File: config.mk
export PLATFORM = sky130hd
export DESIGN_NAME = sample_source
export DESIGN_NICKNAME = d
export VERILOG_FILES = /design/src/rtl/capture_pkg.sv /design/src/rtl/pattern_lfsr.sv /design/src/rtl/sample_source.sv
export SDC_FILE = /design/constraint.sdc
export NUM_CORES = 1
export LEC_CHECK = 0
export ABC_AREA = 1
export CORE_MARGIN = 8
export CORE_UTILIZATION = 50
export CTS_BUF_LIST = sky130_fd_sc_hd__clkbuf_8
export DETAILED_ROUTE_END_ITERATION = 7
export HOLD_SLACK_MARGIN = 0.03
export PLACE_DENSITY = 0.85
export SLEW_MARGIN = 10
export SYNTH_ARGS = -nofsm -noshare
export SYNTH_HDL_FRONTEND = slang
export SYNTH_HIERARCHICAL = 1
export SYNTH_SLANG_ARGS = --single-unit
File: constraint.sdc
create_clock -name clock -period 3 [get_ports clock]
set_input_delay 0.6 -clock clock [delete_from_list [all_inputs] [get_ports clock]]
set_output_delay 0.6 -clock clock [all_outputs]
set_load 0.005 [all_outputs]
File: src/rtl/capture_pkg.sv
// Shared definitions for the capture data path: source mode codes and
// default maximal-length LFSR feedback masks for the legal sample widths.
package capture_pkg;

  typedef enum logic [1:0] {
    MODE_ADC   = 2'd0,
    MODE_RAMP  = 2'd1,
    MODE_LFSR  = 2'd2,
    MODE_CONST = 2'd3
  } modeT;

  // Fibonacci masks, bit k set means stage k+1 feeds the XOR.
  function automatic logic [15:0] defaultLfsrTaps(input int width);
    case (width)
      8:       return 16'h00B8;
      9:       return 16'h0110;
      10:      return 16'h0240;
      11:      return 16'h0500;
      12:      return 16'h0829;
      13:      return 16'h100D;
      14:      return 16'h2015;
      15:      return 16'h6000;
      16:      return 16'hD008;
      default: return 16'h0000;
    endcase
  endfunction

endpackage

File: src/rtl/pattern_lfsr.sv
// Left-shifting Fibonacci LFSR seeded with all-ones. The restart input also
// redirects the presented value to the seed in the same cycle.
module pattern_lfsr
  import capture_pkg::*;
#(
  parameter int           W    = 10,
  parameter logic [W-1:0] TAPS = W'(defaultLfsrTaps(W))
) (
  input  logic         clock,
  input  logic         nReset,
  input  logic         advance,
  input  logic         restart,
  output logic [W-1:0] value
);

  localparam logic [W-1:0] Seed = '1;

  logic [W-1:0] state;
  logic [W-1:0] base;

  assign base  = restart ? Seed : state;
  assign value = base;

  always_ff @(posedge clock or negedge nReset) begin
    if (!nReset) begin
      state <= Seed;
    end else if (advance) begin
      state <= {base[W-2:0], ^(base & TAPS)};
    end else if (restart) begin
      state <= Seed;
    end
  end

endmodule

File: src/rtl/sample_source.sv
// Capture data source: two-stage pipeline selecting live ADC, ramp, LFSR or
// constant samples, with sync markers and a saturating ADC clip counter.
module sample_source
  import capture_pkg::*;
#(
  parameter int                    DATA_WIDTH = 10,
  parameter int                    RAMP_MAX   = 1020,
  parameter logic [DATA_WIDTH-1:0] LFSR_TAPS  = DATA_WIDTH'(defaultLfsrTaps(DATA_WIDTH)),
  parameter int                    CLIP_CNT_W = 16
) (
  input  logic                  clock,
  input  logic                  nReset,
  input  logic [DATA_WIDTH-1:0] adc_databus,
  input  logic [1:0]            mode,
  input  logic                  enable,
  input  logic [DATA_WIDTH-1:0] constValue,
  input  logic                  clipClear,
  output logic [DATA_WIDTH-1:0] dataOut,
  output logic                  dataValid,
  output logic                  syncFlag,
  output logic [CLIP_CNT_W-1:0] clipCount
);

  if (DATA_WIDTH < 8 || DATA_WIDTH > 16) begin : gBadWidth
    $error("sample_source: DATA_WIDTH must be 8..16");
  end
  if (RAMP_MAX < 1 || RAMP_MAX > (2 ** DATA_WIDTH) - 1) begin : gBadRamp
    $error("sample_source: RAMP_MAX out of range for DATA_WIDTH");
  end
  if (LFSR_TAPS == '0) begin : gBadTaps
    $error("sample_source: LFSR_TAPS must be non-zero");
  end

  localparam logic [DATA_WIDTH-1:0] RampMax = DATA_WIDTH'(RAMP_MAX);

  logic [DATA_WIDTH-1:0] adcS1, constS1;
  modeT                  modeS1, modePrev;
  logic                  enS1;
  logic [DATA_WIDTH-1:0] ramp, rampBase, lfsrValue, sampleMux;
  logic                  rampWrapped, syncPending;
  logic                  modeChanged, rampRestart, rampAdvance;
  logic                  lfsrRestart, lfsrAdvance, isClip, syncNext;

  always_ff @(posedge clock or negedge nReset) begin
    if (!nReset) begin
      adcS1   <= '0;
      constS1 <= '0;
      modeS1  <= MODE_ADC;
      enS1    <= 1'b0;
    end else begin
      adcS1   <= adc_databus;
      constS1 <= constValue;
      modeS1  <= modeT'(mode);
      enS1    <= enable;
    end
  end

  pattern_lfsr #(.W(DATA_WIDTH), .TAPS(LFSR_TAPS)) uLfsr (
    .clock   (clock),
    .nReset  (nReset),
    .advance (lfsrAdvance),
    .restart (lfsrRestart),
    .value   (lfsrValue)
  );

  always_comb begin
    modeChanged = (modeS1 != modePrev);
    rampRestart = modeChanged && (modeS1 == MODE_RAMP);
    rampAdvance = enS1 && (modeS1 == MODE_RAMP);
    lfsrRestart = modeChanged && (modeS1 == MODE_LFSR);
    lfsrAdvance = enS1 && (modeS1 == MODE_LFSR);
    rampBase    = rampRestart ? '0 : ramp;
    isClip      = (adcS1 == '0) || (adcS1 == '1);
    sampleMux   = adcS1;
    case (modeS1)
      MODE_ADC:   sampleMux = adcS1;
      MODE_RAMP:  sampleMux = rampBase;
      MODE_LFSR:  sampleMux = lfsrValue;
      MODE_CONST: sampleMux = constS1;
      default:    sampleMux = adcS1;
    endcase
    // A restart already flags the first sample, so a stale wrap flag is harmless.
    syncNext = modeChanged || syncPending || ((modeS1 == MODE_RAMP) && rampWrapped);
  end

  always_ff @(posedge clock or negedge nReset) begin
    if (!nReset) begin
      dataOut     <= '0;
      dataValid   <= 1'b0;
      syncFlag    <= 1'b0;
      modePrev    <= MODE_ADC;
      syncPending <= 1'b0;
      ramp        <= '0;
      rampWrapped <= 1'b0;
    end else begin
      modePrev  <= modeS1;
      dataValid <= enS1;
      if (enS1) begin
        dataOut     <= sampleMux;
        syncFlag    <= syncNext;
        syncPending <= 1'b0;
      end else begin
        syncFlag <= 1'b0;
        if (modeChanged) syncPending <= 1'b1;
      end
      if (rampAdvance) begin
        ramp        <= (rampBase == RampMax) ? '0 : rampBase + DATA_WIDTH'(1);
        rampWrapped <= (rampBase == RampMax);
      end else if (rampRestart) begin
        ramp        <= '0;
        rampWrapped <= 1'b0;
      end
    end
  end

  always_ff @(posedge clock or negedge nReset) begin
    if (!nReset) begin
      clipCount <= '0;
    end else if (clipClear) begin
      clipCount <= '0;
    end else if (enS1 && isClip && (clipCount != '1)) begin
      clipCount <= clipCount + CLIP_CNT_W'(1);
    end
  end

endmodule

# --- Yosys cells after proc, flatten, opt, wreduce, memory -nomap -nowiden ---
# Index checks and enable logic that the tools add are counted.
word_totals:
  reg_bits: 75
  input_bits: 26
  output_inout_bits: 28
  word_cells: 51
classes:
  addsub: 2
  eq_ne: 7
  muxes: 13
  reduce_logical: 16
op_table:
  columns: ["cell", "count"]
  rows:
  - ["10-bit two-way mux", 5]
  - ["10-bit case mux with 4 select lines", 1]
  - ["16-bit two-way mux", 2]
  - ["10-bit == test, second input constant", 2]
  - ["16-bit by 1-bit adder with 16-bit output, second input constant", 1]
  - ["16-bit inequality test, second input constant", 1]
  - ["10-bit by 1-bit adder with 10-bit output, second input constant", 1]
  - ["10-bit zero test", 1]
  - ["10-bit XOR reduction", 1]
  - ["1-bit logical AND", 7]
  - ["2-bit nonzero test", 3]
  - ["1-bit two-way mux", 5]
  - ["2-bit == test, second input constant", 2]
  - ["1-bit logical OR", 3]
  - ["2-bit by 1-bit == test with 1-bit output, second input constant", 1]
  - ["2-bit zero test", 1]
  - ["2-bit inequality test", 1]

# --- Depth between registers and ports, before layout ---
# Gate-level depths: netlist of the first run.
depth:
  depth_word: 6
  mapped_depth: 13
  mapped_depth_nobuf: 11

# --- Cells and area by module ---
# The synthesis of the first run kept the hierarchy.
by_module_without_submodules:
  columns: ["mod", "n_inst", "cells_each", "area_each_um2", "seq_area_each_um2"]
  rows:
  - ["sample_source", 1, 382, 3228.1, 1626.6]
  - ["pattern_lfsr", 1, 53, 473.0, 262.8]

# --- Worst setup path before layout of the first run ---
# No wires, ideal clock.
synth_timing:
  kind: "register to register"
  from: "reg modePrev[1]"
  to: "reg ramp[8]"
  setup_ns: 0.117
  arrival_ns: 1.685
  t_required_ns: 2.883
  setup_slack_ns: 1.198
  stages_incl_launch_ff: 11
  path_buffers: 1
  synth_period_minus_slack_ns: 1.802
  cell_sequence: "dfrtp_1 -> o211ai_2 -> buf_4 -> nand2_1 -> inv_1 -> ha_1 -> nand2_1 -> nor3_4 -> nand2_1 -> nor2_1 -> nor2_1"
synth_via:
  elab_chain_cells: 6
  word_cells_on_any_way: 7
  classes_between: "1 x add/sub; 2 x eq/ne; 3 x mux; 1 x reduce/logical"
synth_rtl:
  columns: ["item", "line_no", "text"]
  rows:
  - ["start: declaration", "sample_source.sv:37", "modeT modeS1, modePrev;"]
  - ["start signal: assignment", "sample_source.sv:96", "modePrev <= modeS1;"]
  - ["2-bit inequality test *", "sample_source.sv:67", "modeChanged = (modeS1 != modePrev);"]
  - ["1-bit logical AND *", "sample_source.sv:68", "rampRestart = modeChanged && (modeS1 == MODE_RAMP);"]
  - ["10-bit two-way mux *", null, null]
  - ["10-bit by 1-bit adder with 10-bit output / 10-bit == test (equally long branches)", "sample_source.sv:107", "ramp <= (rampBase == RampMax) ? '0 : rampBase + DATA_WIDTH'(1);"]
  - ["10-bit two-way mux", "sample_source.sv:107", null]
  - ["10-bit two-way mux *", "sample_source.sv:106", "if (rampAdvance) begin"]
  - ["end signal: assignment", "sample_source.sv:107", null]
  - ["end: declaration", "sample_source.sv:39", "logic [DATA_WIDTH-1:0] ramp, rampBase, lfsrValue, sampleMux;"]
# Mark *: on every way between the ends. The rest lies on a longest branch, timed or not.
# A chain may end at the register's enable or synchronous reset.

# --- Worst setup path in the final report of the first run ---
layout_timing:
  from: "reg modeS1[0]"
  to: "reg dataOut[8]"
layout_via:
  elab_chain_cells: 4
  word_cells_on_any_way: 10
  classes_between: "4 x eq/ne; 3 x mux; 3 x reduce/logical"
layout_rtl:
  columns: ["item", "line_no", "text"]
  rows:
  - ["start: declaration", "sample_source.sv:37", null]
  - ["start signal: assignment", "sample_source.sv:53", "modeS1 <= modeT'(mode);"]
  - ["2-bit inequality test / 2-bit == test (equally long branches)", "sample_source.sv:67, sample_source.sv:70", null]
  - ["1-bit logical AND *", "sample_source.sv:70", "lfsrRestart = modeChanged && (modeS1 == MODE_LFSR);"]
  - ["net lfsrRestart", "sample_source.sv:42", "logic lfsrRestart, lfsrAdvance, isClip, syncNext;"]
  - ["10-bit two-way mux *", null, null]
  - ["net lfsrValue[8]", "sample_source.sv:39", null]
  - ["10-bit case mux with 4 select lines *", "sample_source.sv:75", "case (modeS1)"]
  - ["end signal: assignment", "sample_source.sv:99", "dataOut <= sampleMux;"]
  - ["end: declaration", "sample_source.sv:18", "output logic [DATA_WIDTH-1:0] dataOut,"]
# Mark *: on every way through the listed nets, which the timed path passes. The rest lies on a longest branch.

==> results of run 1 <==
worst paths after layout:
check / from / end / slack (ns)
max: modeS1[0] / dataOut[8] / 0.65
min: nReset / constS1[0] / 0.18
max reg2reg: modeS1[0] / dataOut[8] / 0.65
min reg2reg: dataOut[9] / dataOut[9] / 0.49
max in group asynchronous: nReset / uLfsr/state[3] / 2.08
min in group clock: dataOut[9] / dataOut[9] / 0.49
where the power goes:
part	switching (mW)	internal [mW]	leakage [nW]	total, mW
registers	0.0453	1.10	0.924	1.14
logic	0.142	0.126	1.20	0.267
clock network	0.412	0.397	0.101	0.809
layout make-up:
type	count	area share
sequential	75	0.421
multi-input combinational	286	0.329
timing repair buffer	59	0.130
inverter	55	0.0461
clock buffer	9	0.0276
tap	99	0.0276
clock inverter	7	0.0181
worst max-delay path, delay by kind of cell (launching register included):
family | cells | cell delay, ns
buffers and inverters | 2 | 0.52
DFF | 1 | 0.69
and+or+nand+nor | 6 | 0.81
AOI/OAI and AO/OA | 2 | 0.20
synth_stat cells (all sizes together):
library cell  count
a21oi            14
clkinv            1
nor3              3
inv              54
nand2            91
dfstp            10
dfrtp            65
or2               5
nor2b             1
o21ai            21
nand3b            1
o211ai            1
nand4            17
xnor2             1
clkbuf            7
a22o              1
buf              12
nor4              2
xor2             15
nor2             34
ha                2
a211oi            1
nand3            76
registers in the layout (all words and copies together), names as in the netlist:
signal,flops
modeS1,2
uLfsr/state,10
enS1,1
dataValid,1
dataOut,10
syncPending,1
clipCount,16
adcS1,10
rampWrapped,1
modePrev,2
ramp,10
syncFlag,1
constS1,10
routing by layer:
| layer | global-route usage | up-vias |
|---|---|---|
| met4 | 0.0756 | 0 |
| met1 | 0.246 | 1483 |
| li1 | - | 1508 |
| met3 | 0.0497 | 17 |
| met2 | 0.271 | 126 |
| met5 | 0 | - |
cell families after synthesis:
logic type | share of synthesized area
XOR/XNOR | 0.0379
buffers and inverters | 0.0909
adder cells (fa/ha/maj) | 0.00676
AO/OA/AOI/OAI | 0.0571
AND/OR/NAND/NOR | 0.297
flip-flops | 0.510
stage by stage:
step	utilization	instances	hold slack [ns]
6_report	0.621	590	0.177
5_1_grt	0.621	590	0.201
4_1_cts	0.621	590	0.190
3_5_place_dp	0.593	574	0.475
3_3_place_gp	0.593	574	0.469
2_1_floorplan	-	435	0.304
==> run summary, run 1 <==
The top routing layer in use was met4. The logs give 33 for the largest net degree at the start of global routing and 5 for the detailed-router iteration count before antenna repair. The library cells used most frequently in the layout, excluding fill and tap cells, are sky130_fd_sc_hd__nand2_1, sky130_fd_sc_hd__nand3_1, sky130_fd_sc_hd__dfrtp_1. The via count of the first global-routing pass is 3081. After detailed routing, the wire length on met1 is 3870 um. Setup repair after global routing left no endpoint under its margin. The combined area of the multi-input logic cells is 1480 um^2, and the depth of the worst register-to-register path is 10. The tightest min-delay check is of the in2async type. The via-per-instance ratio was 5.31; the total count of max-transition violations in the final report was 0. The minimum clock period works out to 2.35 ns. In the post-synthesis netlist, the biggest area contributors are sky130_fd_sc_hd__dfrtp_1, sky130_fd_sc_hd__nand3_1, sky130_fd_sc_hd__nand2_1, sky130_fd_sc_hd__dfstp_2, sky130_fd_sc_hd__inv_1. The flow ran to the end, and the final reports show no timing, DRC or antenna violations. Number of port buffers: 53. After the last flow step, the layout net total stands at 514. The signal on the critical path passes through inv_1, nand2_1, nand3_1, nand3_1, inv_1, or2_4, nand3_1, nand3_1, a21oi_1, o21ai_0. The worst setup path is captured at a flip-flop. The actual transition at the worst max-transition pin is 0.885 ns.

For this run, the number of Yosys warnings is 6. The row count was 31. The finished cells cover 4480 um^2. Final-layout setup total negative slack: 0 ns. The weighted congestion at the end of routability-driven global placement is 0.976.

The run gives 9 as the total CTS buffers. The library cell contributing the largest single delay on the critical path is sky130_fd_sc_hd__dfrtp_1. The run gives 600 as the number of filler instances in the final layout. The run gives 240 as the first-iteration detailed-routing DRC count. The share of the synthesized area in the top cell type came out at 0.439. The worst slew slack as a fraction of its limit is 0.409, and the endpoint arrival time on the critical path is 2.58 ns. After layout, the design draws a total of 2.22 mW. In the post-route analysis, the smallest setup slack over all paths is 0.652 ns. The area growth from synthesis to final layout works out to 21.1%.

The die is 102 um tall. Leading area contributor after synthesis: sky130_fd_sc_hd__dfrtp_1. The tools report the clock root buffer as sky130_fd_sc_hd__clkbuf_8.

The cell repeated most along the worst path was sky130_fd_sc_hd__nand3_1. The share of the yosys chip area belonging to registers came out at 0.510. The total length of routed met3 wires is 616 um.

On the worst path, the slowest cell contributes a delay of 0.69 ns. The logs give 0 for the total setup buffers inserted after CTS and 3134 for the number of vias after detailed routing. Setup violations remaining at the end of the flow were counted as 0. The critical path in this run is classified as reg2reg. For the total of cells resized after clock tree synthesis, the log shows 0. The number of antenna diodes in the final layout is 0. Synthesis produced a netlist with a net count of 463. The x dimension of the die was 102 um.

The H-tree level count is 3. Summing all placed instances gives a cell area of 4280 um^2. After legalization and detailed placement, the total HPWL measured 6390 um. The clock-pin transition on the worst setup and hold timing paths came out at 0.09 ns. Number of hold buffers added after cts: 0. For the total die area, the log shows 10400 um^2. The initial core utilization was 0.513; the largest fanout on the critical path was 16. Yosys mapped the design onto 39 distinct sky130hd cell types. The critical path required time was 3.23 ns; the netlist area before placement was 3700 um^2. Leaving out fill and tap cells, the most frequent cell in the layout is sky130_fd_sc_hd__nand2_1. The worst-skew pair later-pin latency was 0.36 ns. The tools report the total congestion overflow after global routing as 0. The detailed-routed wire length on met2 was 4060 um; the fraction of the cycle the final worst path needs was 0.783. For the pre-CTS setup slack, the log shows 0.696 ns.

The logs give 0 for the number of hold violations in the final report and 0.0102 ns for the worst clock skew. The global-route wire length before repair is 14900 um, and the number of routed nets with antenna violations is 0. The clock sink count was 75. Across the whole layout, storage elements account for 1890 um^2. The tools report the total track usage as 0.183. The number of synthesized register bits came out at 75. TritonCTS built the clock tree. The tools report the routed wire length as 8720 um. Share of final-layout standard cells stronger than drive strength 1: 0.110.

Nature of the critical path startpoint: a flip-flop. The post-synthesis average cell area is 8.51 um^2. Dividing the detail-routed wire length by the instance count gives 14.8 um.

The count of maximum capacitance violations was 0; the areal power density over the cells was 495 nW/um^2. The gate count of the mapped netlist was 435; the core footprint was 7210 um^2. The peak clock frequency supported by timing is 426 MHz. No sink is reached through more buffers than the 2 on the longest clock path. In this run the static leakage power is 2.23 nW. The worst-case IR drop observed on VDD is 0.368 mV. The I/O pin count was 54; the number of antenna violations at the first check in global routing was 0. The run gives 0 as the total DRC errors in the routed layout.
(Power assumes the default switching activity.)
==> inputs of run 2 (changes only) <==
--- a/config.mk
+++ b/config.mk
@@ -11,7 +11,7 @@
 export CTS_BUF_LIST = sky130_fd_sc_hd__clkbuf_8
 export DETAILED_ROUTE_END_ITERATION = 7
 export HOLD_SLACK_MARGIN = 0.03
-export PLACE_DENSITY = 0.85
+export PLACE_DENSITY = 0.88
 export SLEW_MARGIN = 10
 export SYNTH_ARGS = -nofsm -noshare
 export SYNTH_HDL_FRONTEND = slang
==> constraint.sdc (replaced) <==
create_clock -name clock -period 1.9 [get_ports clock]
set_input_delay 0.38 -clock clock [delete_from_list [all_inputs] [get_ports clock]]
set_output_delay 0.38 -clock clock [all_outputs]
set_load 0.005 [all_outputs]
==> run 2 against run 1 <==
  * Register-to-register slack worse by 0.60 ns
  * Non-clock buffer count up 27
  * Global-route usage up 0.50 points
  * Utilization up 4.0 points
  * Combinational power is 75% higher
  * Cell area is 6.5% higher
  * Sequential power up 58%
  * Power is 66% higher
  * Routed wire length is 9.5% higher
==> run summary, run 2 (same netlist as run 1, synthesis figures left out) <==
The tools report the combinational cell fraction of total power as 0.127 (+0.006). The run gives 0 (unchanged) as the number of antenna violations at the first check in global routing. The tools report the final instance area as 4770 um^2 (+6.5%).

The most flop-heavy register was clipCount. The static power due to leakage is 2.38 nW (+6.9%). The run finished with clean final reports. The logs give 2.07 ns (-0.51 ns) for the endpoint arrival time on the critical path and 0 (unchanged) for the number of hold violations in the final report.

The height of the chip is 102 um (unchanged). The share of power burned in the clock network is 0.385 (+0.020). The library cell used most frequently in the layout, excluding fill and tap cells, is sky130_fd_sc_hd__nand2_1. By startpoint and endpoint, the worst setup path is classified as reg2reg. The logs give 541 MHz (+27%) for the peak clock frequency supported by timing and 31 (unchanged) for the row count. The worst slew slack as a fraction of its limit is 0.399 (-0.0109), and the share of final-layout standard cells stronger than drive strength 1 is 0.172 (+0.0618). The initial core utilization was 0.513 (unchanged). In this run the worst setup path terminates at dataOut[8]. The number of flip-flops in the largest register is 16 (unchanged).

The total congestion overflow after global routing came out at 0 (unchanged). The startpoint identified for the worst register-to-register timing path is modeS1[1]. The via-per-instance ratio works out to 5.39 (+1.4%). The clock-pin transition on the worst setup and hold timing paths is 0.08 ns (about the same).

The clock root buffer is sky130_fd_sc_hd__clkbuf_8. Routed wire length: 9540 um (+9.5%). The via count of the first global-routing pass was 3239 (+5.1%). Area growth from synthesis to final layout: 29.0%. Minimum clock period: 1.85 ns (-0.501 ns).

TritonCTS built the clock tree. The total die area was 10400 um^2 (unchanged); the worst-skew pair later-pin latency was 0.35 ns (about the same). The post-layout instance count excluding filler cells was 617 (+4.6%). The launching element of the worst setup path is modeS1[1].

The run gives 0 ns (unchanged) as the final-layout setup total negative slack. STA classifies the critical path startpoint as a flip-flop. The total DRC errors in the routed layout was 0 (unchanged); the total setup violations reported at the end of the flow was 0 (unchanged).

The average wire per cell in the routed design is 15.5 um (+4.7%), and the largest fanout on the critical path is 10 (-6). In this run the worst hold path is classified as in2reg. Net switching share of the total power: 0.256 (-0.0144). The post-layout utilization of the core was 0.662 (+0.0402). The tools report the standard cell area after detailed placement as 4470 um^2 (+4.5%).

The number of port buffers was 53 (unchanged); the register-to-register path setup slack was 0.05 ns (-0.60 ns). The detailed placement HPWL is 6780 um (+6.2%). The antenna diode count was 0 (unchanged). The weighted congestion at the end of routability-driven global placement is 0.869 (-11%), and the global-route wire length before repair is 15300 um (+3.0%). The areal power density over the cells is 771 nW/um^2 (+56%), and the overall power after layout is 3.68 mW (+66%). The count of cells along the worst hold path was 1; the largest vdd supply drop was 0.575 mV (+56%). The final net count is 541 (+5.3%).

The internal cell power is 2.74 mW (+69%), and the net switching power of the design is 0.942 mW (+57%). The maximum root-to-sink buffer count is 2 (unchanged). The H-tree level count is 3 (unchanged).

The I/O pin count was 54 (unchanged); the critical path required time was 2.12 ns (-1.11 ns). The tools report the kind of end point of the critical path as a flip-flop. The tools report the instance count after placement with tap cells included as 598 (+4.2%). The total track usage is 0.188 (+0.00495). The tools report the worst reg2reg path endpoint as dataOut[8]. For the core footprint, the log shows 7210 um^2 (unchanged). The tools report the clock sink count as 75 (unchanged). The proportion of power drawn by flip-flops and latches is 0.488 (-0.027). The number of routed nets with antenna violations was 0 (unchanged).

First-iteration detailed-routing DRC count: 288 (+20%). The logs give 5 (unchanged) for the detailed-router iteration count before antenna repair and 0 (unchanged) for the count of maximum capacitance violations. The x dimension of the die was 102 um (unchanged). In the layout the commonest cells are sky130_fd_sc_hd__nand2_1, sky130_fd_sc_hd__nand3_1, sky130_fd_sc_hd__dfrtp_1.

The fraction of the cycle the final worst path needs is 0.972 (+0.189), and the total count of max-transition violations in the final report is 0 (unchanged). The number of vias after detailed routing came out at 3324 (+6.1%). Largest net degree at the start of global routing: 33 (unchanged). The worst clock skew is 0.00938 ns (-0.000845 ns). The depth of the worst register-to-register path was 9 (-1); the actual transition at the worst max-transition pin was 0.901 ns (+0.0163 ns). The run gives 9 (unchanged) as the total CTS buffers.
run 2: cell types whose count changed in the layout (fill, tap and decap cells not counted), sizes merged:
cell,previous run,this run
clkbuf,9,10
bufinv,1,2
clkinv,2,3
clkinvlp,1,0
inv,58,56
buf,7,33
dlygate4sd3,0,1
run 2: layout make-up:
cell class | instances | area (um^2)
clock buffers | 10 | 138
clock inverters | 6 | 95.1
fillers | 549 | 2440
inverters | 55 | 206
multi-input cells | 286 | 1510
flip-flops and latches | 75 | 1890
well taps | 99 | 124
repair buffers | 86 | 805
run 2: worst min path at each step:
stage	start	end	slack [ns]
floorplan	nReset	adcS1[0]	0.08
global placement	nReset	constS1[2]	0.41
detailed placement	nReset	constS1[2]	0.41
CTS	constValue[1]	constS1[1]	0.44
global route	constValue[9]	constS1[9]	0.44
finish	mode[0]	modeS1[0]	0.45
run 2: power by group through the flow:
| stage | clock, mW | combinational, mW | sequential (mW) |
|---|---|---|---|
| final | 1.42 | 0.467 | 1.80 |
| after detailed placement | 0 | 0.451 | 1.82 |
| after global routing | 1.51 | 0.513 | 1.81 |
| after floorplan | 0 | 0.231 | 1.81 |
| after CTS | 1.43 | 0.455 | 1.79 |
| after global placement | 0 | 0.429 | 1.82 |
run 2: worst max-delay path, cell delays in order, from the launching register on:
cell,delay (ns)
sky130_fd_sc_hd__dfrtp_1,0.43
sky130_fd_sc_hd__xnor2_1,0.18
sky130_fd_sc_hd__nand3_1,0.14
sky130_fd_sc_hd__nand3_1,0.11
sky130_fd_sc_hd__inv_2,0.10
sky130_fd_sc_hd__or2_4,0.28
sky130_fd_sc_hd__nand3_1,0.08
sky130_fd_sc_hd__nand3_1,0.10
sky130_fd_sc_hd__a21oi_1,0.18
sky130_fd_sc_hd__o21ai_0,0.11
run 2: what timing repair did:
action | CTS | global route
hold endpoints to repair | 18 | 0
setup endpoints to repair | 17 | 28
pin swaps | 0 | 2
setup buffers | 0 | 2
resized for setup | 2 | 12
hold buffers | 1 | 0
run 2: routing by layer:
metal	vias to the layer above	share of wire	GRT usage
li1	1563	-	-
met1	1599	0.41	0.229
met2	138	0.49	0.305
met3	24	0.066	0.0422
met4	0	0.027	0.0971
met5	-	0	0
run 2: stage by stage:
stage	hold WS, ns	worst slack (ns)
CTS	0.443	0.0397
floorplan	0.0844	0.0984
finish	0.452	0.0531
global placement	0.409	-0.0480
global route	0.442	-0.0121
detailed placement	0.409	-0.149
